===== config.mk =====
export PLATFORM = sky130hd
export DESIGN_NAME = sst_engine_flat
export DESIGN_NICKNAME = d
export VERILOG_FILES = /design/src/rtl/sst_pkg.sv /design/src/rtl/sst_engine_if.sv /design/src/rtl/sst_engine_sync_edge.sv /design/src/rtl/sst_engine.sv /design/src/flat_wrapper.sv
export SDC_FILE = /design/constraint.sdc
export NUM_CORES = 1
export LEC_CHECK = 0
export CELL_PAD_IN_SITES_DETAIL_PLACEMENT = 0
export CELL_PAD_IN_SITES_GLOBAL_PLACEMENT = 1
export CORE_ASPECT_RATIO = 0.75
export CORE_MARGIN = 1.5
export CORE_UTILIZATION = 40
export CTS_CLUSTER_DIAMETER = 100
export DETAILED_ROUTE_END_ITERATION = 7
export PLACE_DENSITY_LB_ADDON = 0.1
export SYNTH_ARGS = -nofsm -noshare
export SYNTH_HDL_FRONTEND = slang
export SYNTH_HIERARCHICAL = 1
export SYNTH_SLANG_ARGS = --single-unit

===== constraint.sdc =====
create_clock -name clk -period 3.1 [get_ports clk]
set_input_delay 0.62 -clock clk [delete_from_list [all_inputs] [get_ports clk]]
set_output_delay 0.62 -clock clk [all_outputs]
set_load 0.005 [all_outputs]

===== src/rtl/sst_pkg.sv =====
// sst_pkg: shared state encoding and SST bus constants for the save-state sequencer
package sst_pkg;
  localparam int SST_ADDR_W = 8;
  localparam logic [SST_ADDR_W-1:0] SST_MAP_IDX_ADDR = 8'd127;
  typedef enum logic [3:0] {
    IDLE, CHK_RD, CHK_CMP, SETTLE, BUF_WR, BUF_RD, SST_WR, NEXT, DONE, ERR
  } sst_state_e;
  function automatic logic is_buf_state(sst_state_e s);
    return s inside {CHK_RD, BUF_WR, BUF_RD};
  endfunction
endpackage


===== src/rtl/sst_engine_if.sv =====
// sst_engine_if: mapper SST register bus plus the state-buffer request/ack handshake
interface sst_engine_if;
  import sst_pkg::*;
  logic                  sst_act;
  logic [SST_ADDR_W-1:0] sst_addr;
  logic [7:0]            sst_dato;
  logic                  sst_we_reg;
  logic [7:0]            sst_di;
  logic                  buf_req;
  logic                  buf_we;
  logic [SST_ADDR_W-1:0] buf_addr;
  logic [7:0]            buf_dout;
  logic                  buf_ack;
  logic [7:0]            buf_din;
  modport master (
    output sst_act, sst_addr, sst_dato, sst_we_reg, buf_req, buf_we, buf_addr, buf_dout,
    input  sst_di, buf_ack, buf_din
  );
  modport slave (
    input  sst_act, sst_addr, sst_dato, sst_we_reg, buf_req, buf_we, buf_addr, buf_dout,
    output sst_di, buf_ack, buf_din
  );
endinterface


===== src/rtl/sst_engine_sync_edge.sv =====
// sync_edge: two-flop synchronizer with an edge register producing a one-clock falling-edge pulse
module sync_edge (
  input  logic clk,
  input  logic rst_n,
  input  logic d,
  output logic fall
);
  logic s1, s2, prev;
  // shift the asynchronous input through both sync stages and keep the previous synced sample
  always_ff @(posedge clk or negedge rst_n)
    if (!rst_n) {s1, s2, prev} <= 3'b000;
    else {s1, s2, prev} <= {d, s1, s2};
  assign fall = prev & ~s2;
endmodule


===== src/rtl/sst_engine.sv =====
// sst_engine: walks the mapper SST bus to save state into, or restore it from, a byte buffer
module sst_engine
  import sst_pkg::*;
#(
  parameter int LAST_ADDR = int'(SST_MAP_IDX_ADDR),
  parameter int RD_SETTLE = 2
) (
  input  logic         clk,
  input  logic         rst_n,
  input  logic         cpu_m2,
  input  logic         start,
  input  logic         dir,
  input  logic         abort,
  input  logic [7:0]   map_idx,
  output logic         busy,
  output logic         done,
  output logic         err,
  sst_engine_if.master bus
);
  localparam logic [SST_ADDR_W-1:0] LAST = SST_ADDR_W'(LAST_ADDR);
  localparam logic [SST_ADDR_W-1:0] LAST_M1 = SST_ADDR_W'(LAST_ADDR - 1);
  localparam logic [7:0] SETTLE_LAST = 8'(RD_SETTLE > 1 ? RD_SETTLE - 1 : 0);
  sst_state_e state, state_nx;
  logic [SST_ADDR_W-1:0] cnt, cnt_nx;
  logic [7:0] tick, chk_q, dout_q, dato_q;
  logic dir_q, abort_q, err_q, we_q, req, ack, abort_any, m2_fall;
  sync_edge u_m2 (.clk(clk), .rst_n(rst_n), .d(cpu_m2), .fall(m2_fall));
  assign req = is_buf_state(state);
  assign ack = req & bus.buf_ack;
  assign abort_any = abort | abort_q;
  // next state and address counter; an abort outside a buffer access exits at once,
  // inside one it waits for the ack so the buffer never sees a half-finished request
  always_comb begin
    state_nx = state;
    cnt_nx = cnt;
    if (state != IDLE && abort && !req) state_nx = IDLE;
    else
      case (state)
        IDLE:    if (start) begin
                   state_nx = dir ? CHK_RD : SETTLE;
                   cnt_nx = '0;
                 end
        CHK_RD:  if (ack) state_nx = abort_any ? IDLE : CHK_CMP;
        CHK_CMP: begin
                   state_nx = chk_q == map_idx ? BUF_RD : ERR;
                   cnt_nx = '0;
                 end
        SETTLE:  if (tick == SETTLE_LAST) state_nx = BUF_WR;
        BUF_WR:  if (ack) state_nx = abort_any ? IDLE : NEXT;
        BUF_RD:  if (ack) state_nx = abort_any ? IDLE : SST_WR;
        SST_WR:  if (m2_fall && tick >= 8'd2) state_nx = NEXT;
        NEXT:    if (cnt == (dir_q ? LAST_M1 : LAST)) state_nx = DONE;
                 else begin
                   state_nx = dir_q ? BUF_RD : SETTLE;
                   cnt_nx = cnt + 1'b1;
                 end
        default: state_nx = IDLE;
      endcase
  end
  // state register, per-state clock counter and latched data bytes; the write strobe is
  // registered from the next state so it cannot glitch while the state bits settle, and
  // a fall only counts from the third SST_WR clock so the mapper edge behind it is
  // guaranteed to come after the strobe went high
  always_ff @(posedge clk or negedge rst_n)
    if (!rst_n) begin
      state <= IDLE;
      cnt <= '0;
      tick <= '0;
      dir_q <= 1'b0;
      abort_q <= 1'b0;
      err_q <= 1'b0;
      we_q <= 1'b0;
      chk_q <= '0;
      dout_q <= '0;
      dato_q <= '0;
    end else begin
      state <= state_nx;
      cnt <= cnt_nx;
      tick <= state_nx != state ? 8'd0 : tick + {7'd0, tick != 8'hFF};
      we_q <= state_nx == SST_WR;
      abort_q <= req & ~bus.buf_ack & abort_any;
      err_q <= state_nx == ERR ? 1'b1 : (state == IDLE && start) ? 1'b0 : err_q;
      if (state == IDLE && start) dir_q <= dir;
      if (state == CHK_RD && ack) chk_q <= bus.buf_din;
      if (state == SETTLE && state_nx == BUF_WR) dout_q <= bus.sst_di;
      if (state == BUF_RD && ack) dato_q <= bus.buf_din;
    end
  assign bus.sst_act = state != IDLE;
  assign bus.sst_addr = cnt;
  assign bus.sst_dato = dato_q;
  assign bus.sst_we_reg = we_q;
  assign bus.buf_req = req;
  assign bus.buf_we = state == BUF_WR;
  assign bus.buf_addr = state == CHK_RD ? LAST : cnt;
  assign bus.buf_dout = dout_q;
  assign busy = state != IDLE;
  assign done = state == DONE;
  assign err = err_q;
endmodule


===== src/flat_wrapper.sv =====
// flat-port wrapper written by rule: the top's interface ports become plain ports
module sst_engine_flat import sst_pkg::*;
#(
  parameter int LAST_ADDR = int'(SST_MAP_IDX_ADDR),
  parameter int RD_SETTLE = 2
)
  (clk, rst_n, cpu_m2, start, dir, abort, map_idx, busy, done, err, bus_sst_act, bus_sst_addr, bus_sst_dato, bus_sst_we_reg, bus_buf_req, bus_buf_we, bus_buf_addr, bus_buf_dout, bus_sst_di, bus_buf_ack, bus_buf_din);
  sst_engine_if bus_i ();
  input  logic clk;
  input  logic rst_n;
  input  logic cpu_m2;
  input  logic start;
  input  logic dir;
  input  logic abort;
  input  logic [7:0] map_idx;
  output logic busy;
  output logic done;
  output logic err;
  output wire logic [$bits(bus_i.sst_act)-1:0] bus_sst_act;
  output wire logic [$bits(bus_i.sst_addr)-1:0] bus_sst_addr;
  output wire logic [$bits(bus_i.sst_dato)-1:0] bus_sst_dato;
  output wire logic [$bits(bus_i.sst_we_reg)-1:0] bus_sst_we_reg;
  output wire logic [$bits(bus_i.buf_req)-1:0] bus_buf_req;
  output wire logic [$bits(bus_i.buf_we)-1:0] bus_buf_we;
  output wire logic [$bits(bus_i.buf_addr)-1:0] bus_buf_addr;
  output wire logic [$bits(bus_i.buf_dout)-1:0] bus_buf_dout;
  input wire logic [$bits(bus_i.sst_di)-1:0] bus_sst_di;
  input wire logic [$bits(bus_i.buf_ack)-1:0] bus_buf_ack;
  input wire logic [$bits(bus_i.buf_din)-1:0] bus_buf_din;
  assign bus_sst_act = bus_i.sst_act;
  assign bus_sst_addr = bus_i.sst_addr;
  assign bus_sst_dato = bus_i.sst_dato;
  assign bus_sst_we_reg = bus_i.sst_we_reg;
  assign bus_buf_req = bus_i.buf_req;
  assign bus_buf_we = bus_i.buf_we;
  assign bus_buf_addr = bus_i.buf_addr;
  assign bus_buf_dout = bus_i.buf_dout;
  assign bus_i.sst_di = bus_sst_di;
  assign bus_i.buf_ack = bus_buf_ack;
  assign bus_i.buf_din = bus_buf_din;
  sst_engine #(.LAST_ADDR(LAST_ADDR), .RD_SETTLE(RD_SETTLE)) u_core (.clk(clk), .rst_n(rst_n), .cpu_m2(cpu_m2), .start(start), .dir(dir), .abort(abort), .map_idx(map_idx), .busy(busy), .done(done), .err(err), .bus(bus_i));
endmodule

---- After elaboration in Yosys (flattened, before gate mapping) ----
Index checks and enable logic that the tools add are counted.
Widths: inputs -> output; s select.
word-level totals
  register bits after elaboration ......... 51
  output and inout bits ................... 39
cells by class
  $lt $le $gt $ge ......................... 1
  reductions and logical operators ........ 14
  add/sub/neg operators ................... 2
  bitwise logic cells ..................... 8
  mux-type cells .......................... 23
  equality and inequality tests ........... 18
operators by type and width
  operator             number
  $mux 4               9
  $mux 8               4
  $pmux 4 s8           1
  $eq 4x3->1 const B   6
  $pmux 8 s3           1
  $eq 8x8->1           2
  $mux 3               3
  $add 8x1->8          1
  $add 8x1->8 const B  1
  $eq 4x2->1 const B   2
  $eq 4x4->1 const B   2
  $eq 8x1->1 const B   1
  $ge 8x2->1 const B   1
  $ne 8x8->1 const B   1
  $logic_and 1x1->1    7
  $reduce_bool 3->1    2
  $and 1x1->1          4
  $eq 4x1->1 const B   1
  $logic_not 4->1      1
  $mux 2               2
  $ne 2x2->1 const B   2
  $ne 4x4->1           1
  $reduce_and 4->1     1
  $reduce_bool 4->1    1
  other kinds (5)      9

---- Logic depth before layout (Yosys ltp) ----
  depth after elaboration ................. 8
  depth in mapped cells ................... 8
  mapped depth without buffers ............ 8

---- Modules after synthesis ----
Netlist, hierarchy kept.
by module, submodules not included
  module      seq. area each (um^2)  cells each  area an instance (um^2)  times used
  sst_engine  1201.2                 232         2531.2                   1
  sync_edge   75.1                   4           88.8                     1

---- Worst setup path before layout ----
Ideal clock, no wire load.
  path type ............................... register -> register
  start point ............................. register u_core.tick[5]
  end point ............................... register u_core.dout_q[0], in the netlist u_core/bus.buf_dout[0]
  arrival ................................. 1.841 ns
  stages on the path, launching flop included .. 8
  path buffers ............................ 1
  required time ........................... 2.975 ns
  path slack .............................. 1.134 ns
  path through ............................ dfrtp_1 > nor4_1 > a21bo_2 > o311ai_2 > nor2_2 > and3_1 > buf_6 > mux2_4
on the way
  word-level cells in the longest chain between the ends .. 7
  elaborated cells between the ends (all ways) .. 9
  classes of those cells .................. order compare: 1; eq/ne: 2; mux: 4; reduce/logical: 2
ends and longest elaborated chain
  item                    line              RTL
  from (decl)             sst_engine.sv:25  logic [7:0] tick, chk_q, dout_q, dato_q;
  from (signal assigned)  sst_engine.sv:79  tick <= state_nx != state ? 8'd0 : tick + {7'd0, tick != 8'hFF};
  $ge 8x2->1              sst_engine.sv:51  SST_WR: if (m2_fall && tick >= 8'd2) state_nx = NEXT;
  $logic_and 1x1->1       sst_engine.sv:51
  $mux 4                  sst_engine.sv:51
  $pmux 4 s8 *            sst_engine.sv:38  case (state)
  $mux 4 *                sst_engine.sv:36  if (state != IDLE && abort && !req) state_nx = IDLE;
  $eq 4x3->1 *            sst_engine.sv:85  if (state == SETTLE && state_nx == BUF_WR) dout_q <= bus.sst_di;
  $logic_and 1x1->1 *     sst_engine.sv:85
  to (signal assigned)    sst_engine.sv:85
  to (decl)               sst_engine.sv:25
Mark *: on every way between the ends. The rest lies on a longest branch, timed or not.
A chain may end at the register's enable or synchronous reset.

---- Final worst setup path ----
  start point ............................. register u_core.state[1]
  end point ............................... output port bus_buf_addr[1]
on the way
  word-level cells in the longest chain between the ends .. 2
ends and longest elaborated chain
  item                    line                RTL
  from (decl)             sst_engine.sv:23    sst_state_e state, state_nx;
  from (signal assigned)  sst_engine.sv:77    state <= state_nx;
  $eq 4x1->1              sst_engine.sv:94    assign bus.buf_addr = state == CHK_RD ? LAST : cnt;
  $mux 8                  sst_engine.sv:94
  to (decl)               flat_wrapper.sv:25  output wire logic [$bits(bus_i.buf_addr)-1:0] bus_buf_addr;
Every way passes these cells.

==> results.ini <==
[outcome]
status = finished, final reports clean

[clocking]
clockBufferDepth = 2
clk-insertion-delay-late_ns = 0.31
cts_tree = done
holdBufCountCts = 0
cts_made_buffers = 5
h-tree-depth = 2
cts.sinks = 51
cts_resized = 0
postCtsSetupBuffers = 0
clkTransAtPathRegs_ns = 0.10
cts-root-buf = clkbuf_8

[synthesis]
syn_inst = 236
synth_cell_types = 46
synth_ff_type = dfrtp_1
synthesis.nets = 270
synth.top_cell.area_share_pct = 48.7
yosysTopAreaCell = dfrtp_1
netlist_area_mm2 = 0.00262
synth_area_leaders = dfrtp_1 49%, mux2_2 7.3%, xor2_1 6.4%
synth_edf_count = 0
synth_most_common_cell = dfrtp_1
ys_warn_count = 6
synthArstFlopShare_pct = 100
ys_seq_area_share_pct = 48.7
synth_area_per_cell_um2 = 11.1
synth_common_cells = 51 x dfrtp_1, 28 x nor2_1, 19 x xor2_1
synth_seq_cells = 51

[worst_setup_path]
cp_cell_sequence = nand2b_1 -> nor3_1 -> buf_4 -> or2_2 -> clkdlybuf4s50_1
worst-r2r-cell-count = 6
cp_data_arrival_time_ns = 2.21
cp_slowest_stage_delay_ns = 0.57
worstPathRequired_ns = 2.48
rrSetupSlack_ns = 0.61
critPathTopFamily = buffers and inverters
path_buf_inv = 2
cp-start-kind = flop
crit_fanout = 17
critical_path_depth = 5
crit_path_start = u_core/state[1]
endpoint_kind = primary output
crit_slowest_cell = dfrtp_1
crit_type = flop to primary output
r2r_end = u_core/bus.buf_dout[5]
crit_path_end = bus_buf_addr[1]
worstReg2RegStart = u_core/state[2]

[placed_design]
place_inst = 383
port_buffers = 69
dp_slack_ns = 0.344
gp_congestion = 0.874
dp_hpwl_um = 4090

[layout]
finalCoreUtilization_pct = 55.1
areaGrowthSynthToFinish_pct = 32.9
multi_input_area_mm2 = 0.00126
fill_cells = 566
drive_gt1_share_pct = 17.7
fin_cells = 391
seq_area_mm2 = 0.00128
fin_nets = 343
diodes = 0

[pwr]
peakVddDrop_uv = 391
power_density_mw_per_mm2 = 755
p_leak_nw = 1.52
p_total_mw = 2.63

[floorplan]
dieArea_mm2 = 0.00705
fp.dieW_um = 96.5
start_util_pct = 41.5
io_pins = 70
core_area_mm2 = 0.00632
die_h_um = 73.1
rows = 25

[timing]
hold_viol = 0
slew_headroom_pct = 44.3
worst_pin_slew_ns = 0.836
period_needed_ns = 2.83
fmax_ghz = 0.354
setup_ws_ns = 0.274
finClkSkew_ns = 0.00836
finalSetupViolCount = 0
rsz0062_at_grt = false
min_period_over_period_pct = 91.2
fin_tns_setup_ns = 0
final_max_slew_viol_count = 0

[global_routing]
grt_overflow = 0
grt_pass1_wl_um = 8890
grt_util_all_layers_pct = 16.8
grt_antenna_before_repair = 0
first_global_vias = 1807
grt_max_degree = 39

[routing]
drc_errors = 0
viasPerCell = 5.05
drtPass1Iterations = 4
antenna_left = 0
wl_um = 5520
avgRoutedWirePerCell_um = 14.1
vias = 1973
drt_iter0_markers = 86

[job]
cap_viol_max_count = 0

[hold_path]
worstHoldPathType = flop to flop

==> cells by family (layout without fill, tap and decap cells) <==
| group | Yosys count | in the layout | share of synthesized area (%) |
|---|---|---|---|
| AND/OR/NAND/NOR | 96 | 96 | 20.1 |
| flip-flops | 51 | 51 | 48.7 |
| multiplexers | 25 | 25 | 11.9 |
| AO/OA/AOI/OAI | 24 | 24 | 7.50 |
| XOR/XNOR | 22 | 22 | 7.35 |
| buffers and inverters | 15 | 89 | 3.01 |
| adder cells (fa/ha/maj) | 3 | 3 | 1.43 |
==> metal layers <==
layer  vias up  GRT usage, %  share of wire, %
li1        977             -                 -
met1       928          26.1                53
met2        62          21.8                39
met3         6          5.52               7.0
met4         0          4.83               1.1
met5         -             0                 0
==> worst register-to-register path, cell delays in order (launching register included) <==
cell,delay [ns]
dfrtp_1,0.67
and4bb_2,0.31
a21bo_2,0.23
o311ai_2,0.14
nor2_2,0.18
and3_1,0.52
mux2_4,0.35
==> per-stage QoR <==
stage,hold slack (ns),instance area (um2)
2_1_floorplan,0.324,2620
3_3_place_gp,0.335,3390
3_5_place_dp,0.355,3390
4_1_cts,0.379,3480
5_1_grt,0.377,3480
6_report,0.375,3480
==> power by group <==
part	total (mW)	internal [mW]	leakage, nW	switching, mW
sequential	1.02	0.852	0.663	0.168
clock	0.402	0.163	0.0461	0.239
combinational	1.21	0.729	0.815	0.478
total	2.63	1.74	1.52	0.884
==> placed cells by master, fill, tap and decap left out, types with 2 or more instances in the layout <==
| cell type | instances |
|---|---|
| mux2_4 | 8 |
| xor2_1 | 19 |
| mux2_2 | 17 |
| nand3_1 | 9 |
| o311ai_2 | 2 |
| or2_2 | 8 |
| nor3_1 | 5 |
| nor4_1 | 5 |
| buf_4 | 4 |
| o21ai_0 | 5 |
| xnor2_1 | 3 |
| clkbuf_8 | 5 |
| nand2_1 | 12 |
| nand4_1 | 7 |
| and2_1 | 3 |
| o311ai_0 | 2 |
| and3_1 | 6 |
| and4b_1 | 2 |
| dfrtp_1 | 51 |
| ha_1 | 3 |
| inv_1 | 8 |
| a21oi_1 | 4 |
| nor2_1 | 28 |
| nor2b_1 | 2 |
| clkdlybuf4s50_1 | 68 |
==> how the worst min path moves through the flow <==
stage / to / depth (start not counted) / startpoint / slack, ns
floorplan: u_core/abort_q / 0 / rst_n / 0.32
global placement: u_core/u_m2/s2 / 0 / u_core/u_m2/s1 / 0.34
detailed placement: u_core/u_m2/s2 / 0 / u_core/u_m2/s1 / 0.35
CTS: u_core/u_m2/s2 / 0 / u_core/u_m2/s1 / 0.38
global route: u_core/u_m2/s2 / 0 / u_core/u_m2/s1 / 0.38
finish: u_core/u_m2/s2 / 0 / u_core/u_m2/s1 / 0.37
==> layout make-up <==
class,instances,area share [%]
inverter,8,0.863
tap,81,2.91
sequential,51,36.7
clock buffer,5,1.98
multi-input combinational,170,36.3
clock inverter,3,0.683
timing repair buffer,73,20.6
No activity file was read; power rests on OpenSTA's default activity.
